**src/rtl/instruction_fetch.sv**
```systemverilog
// Fetch stage: reads 16-bit words from synchronous program memory, assembles one/two-word
// AVR instructions, handles skip-next and redirects. Optional counter: FETCH_PERF_COUNT_EN.
module instruction_fetch #(
    parameter int                  PC_WIDTH     = 16,
    parameter logic [PC_WIDTH-1:0] RESET_VECTOR = '0
) (
    input  logic                clk,
    input  logic                rst_n,
    output logic [PC_WIDTH-1:0] progAddr,
    input  logic [15:0]         progData,
    output logic [15:0]         instrWord,
    output logic [15:0]         instrWord2,
    output logic                instrTwoWord,
    output logic [PC_WIDTH-1:0] instrPc,
    output logic                instrValid,
    input  logic                instrReady,
    input  logic                skipReq,
    input  logic                redirectValid,
    input  logic [PC_WIDTH-1:0] redirectPc,
    output logic [31:0]         instrCount
);

    // state  | meaning
    // ISSUE1 | progAddr holds pc, first word being read
    // WAIT1  | first word on progData
    // ISSUE2 | progAddr holds pc+1, second word being read
    // WAIT2  | second word on progData
    // HOLD   | instruction presented, waiting for instrReady
    typedef enum logic [2:0] {ISSUE1, WAIT1, ISSUE2, WAIT2, HOLD} state_t;

    localparam logic [PC_WIDTH-1:0] PC_ONE = PC_WIDTH'(1);
    localparam logic [PC_WIDTH-1:0] PC_TWO = PC_WIDTH'(2);

    state_t              state_q, state_d;
    logic [PC_WIDTH-1:0] pc_q, pc_d;
    logic [PC_WIDTH-1:0] addr_q, addr_d;
    logic [15:0]         word_q, word_d;
    logic [15:0]         word2_q, word2_d;
    logic                two_q, two_d;
    logic [PC_WIDTH-1:0] ipc_q, ipc_d;
    logic                valid_q, valid_d;
    logic                skip_q, skip_d;
    logic                is_two_word;
    logic                transfer;

    assign is_two_word = ((progData[15:9] == 7'b1001010) && (progData[3:1] == 3'b110 || progData[3:1] == 3'b111))
                      || ((progData[15:9] == 7'b1001000 || progData[15:9] == 7'b1001001) && progData[3:0] == 4'b0000);
    assign transfer = valid_q && instrReady;

    always_ff @(posedge clk) begin
        if (!rst_n) begin
            state_q <= ISSUE1;
            pc_q    <= RESET_VECTOR;
            addr_q  <= RESET_VECTOR;
            word_q  <= '0;
            word2_q <= '0;
            two_q   <= 1'b0;
            ipc_q   <= '0;
            valid_q <= 1'b0;
            skip_q  <= 1'b0;
        end else begin
            state_q <= state_d;
            pc_q    <= pc_d;
            addr_q  <= addr_d;
            word_q  <= word_d;
            word2_q <= word2_d;
            two_q   <= two_d;
            ipc_q   <= ipc_d;
            valid_q <= valid_d;
            skip_q  <= skip_d;
        end
    end

    always_comb begin
        state_d = state_q;
        pc_d    = pc_q;
        addr_d  = addr_q;
        word_d  = word_q;
        word2_d = word2_q;
        two_d   = two_q;
        ipc_d   = ipc_q;
        valid_d = valid_q;
        skip_d  = skip_q;
        case (state_q)
            ISSUE1: state_d = WAIT1;
            WAIT1: begin
                word_d = progData;
                ipc_d  = pc_q;
                if (is_two_word) begin
                    addr_d  = pc_q + PC_ONE;
                    state_d = ISSUE2;
                end else if (skip_q) begin
                    pc_d    = pc_q + PC_ONE;
                    addr_d  = pc_q + PC_ONE;
                    skip_d  = 1'b0;
                    state_d = ISSUE1;
                end else begin
                    word2_d = '0;
                    two_d   = 1'b0;
                    valid_d = 1'b1;
                    pc_d    = pc_q + PC_ONE;
                    state_d = HOLD;
                end
            end
            ISSUE2: state_d = WAIT2;
            WAIT2: begin
                word2_d = progData;
                pc_d    = pc_q + PC_TWO;
                if (skip_q) begin
                    skip_d  = 1'b0;
                    addr_d  = pc_q + PC_TWO;
                    state_d = ISSUE1;
                end else begin
                    two_d   = 1'b1;
                    valid_d = 1'b1;
                    state_d = HOLD;
                end
            end
            HOLD: begin
                // pc already points past the held instruction
                if (transfer) begin
                    valid_d = 1'b0;
                    addr_d  = pc_q;
                    skip_d  = skipReq;
                    state_d = ISSUE1;
                end
            end
            default: state_d = ISSUE1;
        endcase
        if (redirectValid) begin
            pc_d    = redirectPc;
            addr_d  = redirectPc;
            valid_d = 1'b0;
            skip_d  = 1'b0;
            state_d = ISSUE1;
        end
    end

    assign progAddr     = addr_q;
    assign instrWord    = word_q;
    assign instrWord2   = word2_q;
    assign instrTwoWord = two_q;
    assign instrPc      = ipc_q;
    assign instrValid   = valid_q;

`ifdef FETCH_PERF_COUNT_EN
    logic [31:0] count_q;

    // a transfer coincident with a redirect still counts
    always_ff @(posedge clk) begin
        if (!rst_n) begin
            count_q <= '0;
        end else if (transfer) begin
            count_q <= count_q + 32'd1;
        end
    end

    assign instrCount = count_q;
`else
    assign instrCount = 32'd0;
`endif

endmodule

```
**config.mk**
```make
export PLATFORM = sky130hd
export DESIGN_NAME = instruction_fetch
export DESIGN_NICKNAME = d
export VERILOG_FILES = /design/src/rtl/instruction_fetch.sv
export SDC_FILE = /design/constraint.sdc
export NUM_CORES = 1
export LEC_CHECK = 0
export BUFFER_PORTS_ARGS = -buffer_cell sky130_fd_sc_hd__buf_2
export CORE_MARGIN = 5
export CORE_UTILIZATION = 55
export CTS_CLUSTER_SIZE = 12
export DETAILED_ROUTE_END_ITERATION = 12
export PLACE_DENSITY = 0.85
export RECOVER_POWER = 50
export SLEW_MARGIN = 20
export SYNTH_ARGS = -nofsm -noshare
export SYNTH_HDL_FRONTEND = slang
export SYNTH_SLANG_ARGS = --single-unit
export TNS_END_PERCENT = 5
```
**constraint.sdc**
```tcl
create_clock -name clk -period 4.05 [get_ports clk]
set_input_delay 0.2025 -clock clk [delete_from_list [all_inputs] [get_ports clk]]
set_output_delay 0.2025 -clock clk [all_outputs]
set_load 0.005 [all_outputs]
```
==> flow_summary.json <==
{
  "status": "finished clean",
  "fp-row-count": 32,
  "crit_fanout": 28,
  "finalSetupViolCount": 0,
  "postCtsSetupBuffers": 0,
  "stdcell_area_um2": 4820,
  "min_period_ps": 2600,
  "die_w_um": 98.2,
  "synthArstFlopShare": 0,
  "fin_crit_sh": 0.643,
  "rrSetupSlack_ps": 1850,
  "synth_area_um2": 4280,
  "worstPathRequired_ps": 4250,
  "synth_common_cells": "dfxtp_1, nand2_1, buf_4, a21boi_0, clkbuf_1",
  "area_delta_synth_final_pct": 12.6,
  "layout.nets": 623,
  "slew_headroom": 0.220,
  "postCtsHoldBufs": 0,
  "register_area_um2": 1720,
  "seqPwrFrac": 0.493,
  "dieArea_um2": 9640,
  "syn_area_per_cell_um2": 8.33,
  "cts_resized": 0,
  "powerDensity_nw_per_um2": 389,
  "clk_path_buf_depth": 2,
  "fmax_mhz": 384,
  "multiInputGateArea_um2": 2220,
  "synth_top_area_share": 0.402,
  "p_sw_frac": 0.265,
  "synthCells": 514,
  "grt-ovfl-total": 0,
  "critPathKind": "in -> reg",
  "grt_pass1_vias": 3594,
  "ys_seq_area_frac": 0.402,
  "core_area_um2": 7650,
  "cts_tree": "done",
  "insertion_delay_ps": 360,
  "cts_sinks": 86,
  "setup_tns_ps": 0,
  "worst_clock_skew_ps": 16.8,
  "drt.antenna.violating_nets": 0,
  "drc": 0,
  "drt-pass1-iter-count": 5,
  "vdd_ir_drop_max_uv": 166,
  "tightestPinTransition_ps": 1170,
  "pwr-share-clk": 0.402,
  "die_h_um": 98.2,
  "combPwrFrac": 0.105,
  "ys_warn_count": 0,
  "drive_above_1_share": 0.160,
  "yosys-top-cells-area": "dfxtp_1, nand2_1, buf_4",
  "intPower_mw": 1.38,
  "hold_path_class": "in -> reg",
  "grt_use_total": 0.220,
  "routed_wirelength_um": 10900,
  "switchingPower_mw": 0.497,
  "synth_area_leader_cell": "dfxtp_1",
  "diodes": 0,
  "cp.arrival_ps": 2800,
  "synth_edf_count": 0,
  "htreeDepth": 3,
  "nFillCells": 729,
  "yosys_register_bits": 86,
  "ios": 135,
  "wl_per_cell_um": 15.7,
  "final-max-slew-violation-count": 0,
  "place_area_um2": 4620,
  "grt_max_degree": 55,
  "yosysUniqueCellTypes": 58,
  "finalHoldViolCount": 0,
  "cp-end-kind": "register",
  "cellLeakagePower_nw": 1.85,
  "avgViaCountPerCell": 5.55,
  "hpwl_um": 7710,
  "dr.first_iter.drc_count": 249,
  "clockRootBuffer": "clkbuf_8",
  "antenna_found_initial": 0,
  "rsz0062_at_grt": "no",
  "drv_cap": 0,
  "routed-via-count": 3836,
  "start_util": 0.560,
  "numPortBuffers": 102,
  "finalWeightedCongestion": 0.954,
  "synthFlopType": "dfxtp_1",
  "clkTransAtPathRegs_ps": 100,
  "start_kind": "primary input",
  "numCtsBuffers": 9,
  "grt_pass1_wl_um": 17600
}
[sequential cells by signal, indices dropped and copies added, names as in the netlist]
register and flops:
instrPc 16, instrWord2 16, instrWord 16, pc_q 16, progAddr 16, state_q 3, instrTwoWord 1, instrValid 1
skip_q 1
[cells in the final DEF (no fill, tap or decap), types with 20 or more instances in the layout]
cell type / instances
a21boi_0: 32
a21oi_1: 24
buf_2: 64
clkbuf_1: 37
conb_1: 32
dfxtp_1: 86
nand2_1: 86
nand3_1: 29
o21ai_0: 21
xnor2_1: 20
[area by class of cell]
| cell class | count | share of cell area |
|---|---|---|
| clock inverter | 7 | 0.0265 |
| tap | 102 | 0.0265 |
| timing repair buffer | 105 | 0.100 |
| clock buffer | 9 | 0.0257 |
| sequential | 86 | 0.357 |
| inverter | 4 | 0.00312 |
| multi-input combinational | 378 | 0.461 |
[power by group through the flow]
| stage | clock [mW] | sequential [mW] | combinational, mW |
|---|---|---|---|
| detailed placement | 0 | 0.941 | 0.198 |
| global route | 0.801 | 0.929 | 0.220 |
| floorplan | 0 | 0.919 | 0.167 |
| finish | 0.754 | 0.924 | 0.196 |
| CTS | 0.758 | 0.922 | 0.200 |
| global placement | 0 | 0.940 | 0.194 |
[critical path, stage by stage]
cell and delay (ps):
clkbuf_1 730, clkinv_1 730, clkbuf_1 620, o21ai_0 440
a21oi_1 70
[cells by family (layout without fill, tap and decap cells)]
family / count (synthesis) / count (layout) / share of synthesized area
AOI/OAI and AO/OA: 129 / 129 / 0.216
xor gates and xnor gates: 28 / 28 / 0.0573
adders and majority gates: 2 / 2 / 0.00585
buffers and inverters: 81 / 125 / 0.106
DFF: 86 / 86 / 0.402
muxes: 3 / 3 / 0.00702
other: 1 / 32 / 0.000876
and+or+nand+nor: 184 / 184 / 0.204
[layer usage]
| metal | wire (um) | vias up | track usage |
|---|---|---|---|
| li1 | - | 1884 | - |
| met1 | 4930 | 1751 | 0.317 |
| met2 | 4770 | 187 | 0.331 |
| met3 | 1030 | 14 | 0.0400 |
| met4 | 138 | 0 | 0.0725 |
| met5 | 0 | - | 0 |
[stage by stage]
step                cells  total power [mW]   util  hold slack [ps]  setup WS, ps
floorplan             545              1.09      -              328          2340
global placement      675              1.13  0.604              435          1950
detailed placement    675              1.14  0.604              439          1940
CTS                   691              1.88  0.637             62.2          1900
global route          691              1.95  0.630             58.7          1140
finish                691              1.87  0.630             68.1          1450
[worst paths after layout]
kind / from / end / depth (start not counted)
worst max-delay path: redirectValid / pc_q[6]$_SDFFE_PN0P_ / 5
worst min-delay path: progData[7] / instrWord2[7]$_SDFFE_PN0P_ / 2
worst max register to register: state_q[2]$_SDFFE_PP0N_ / progAddr[14]$_SDFFE_PN0P_ / 5
worst min register to register: instrPc[6]$_SDFFE_PN0P_ / instrPc[6]$_SDFFE_PN0P_ / 2
Note: power is estimated with default switching activity, not from simulation.
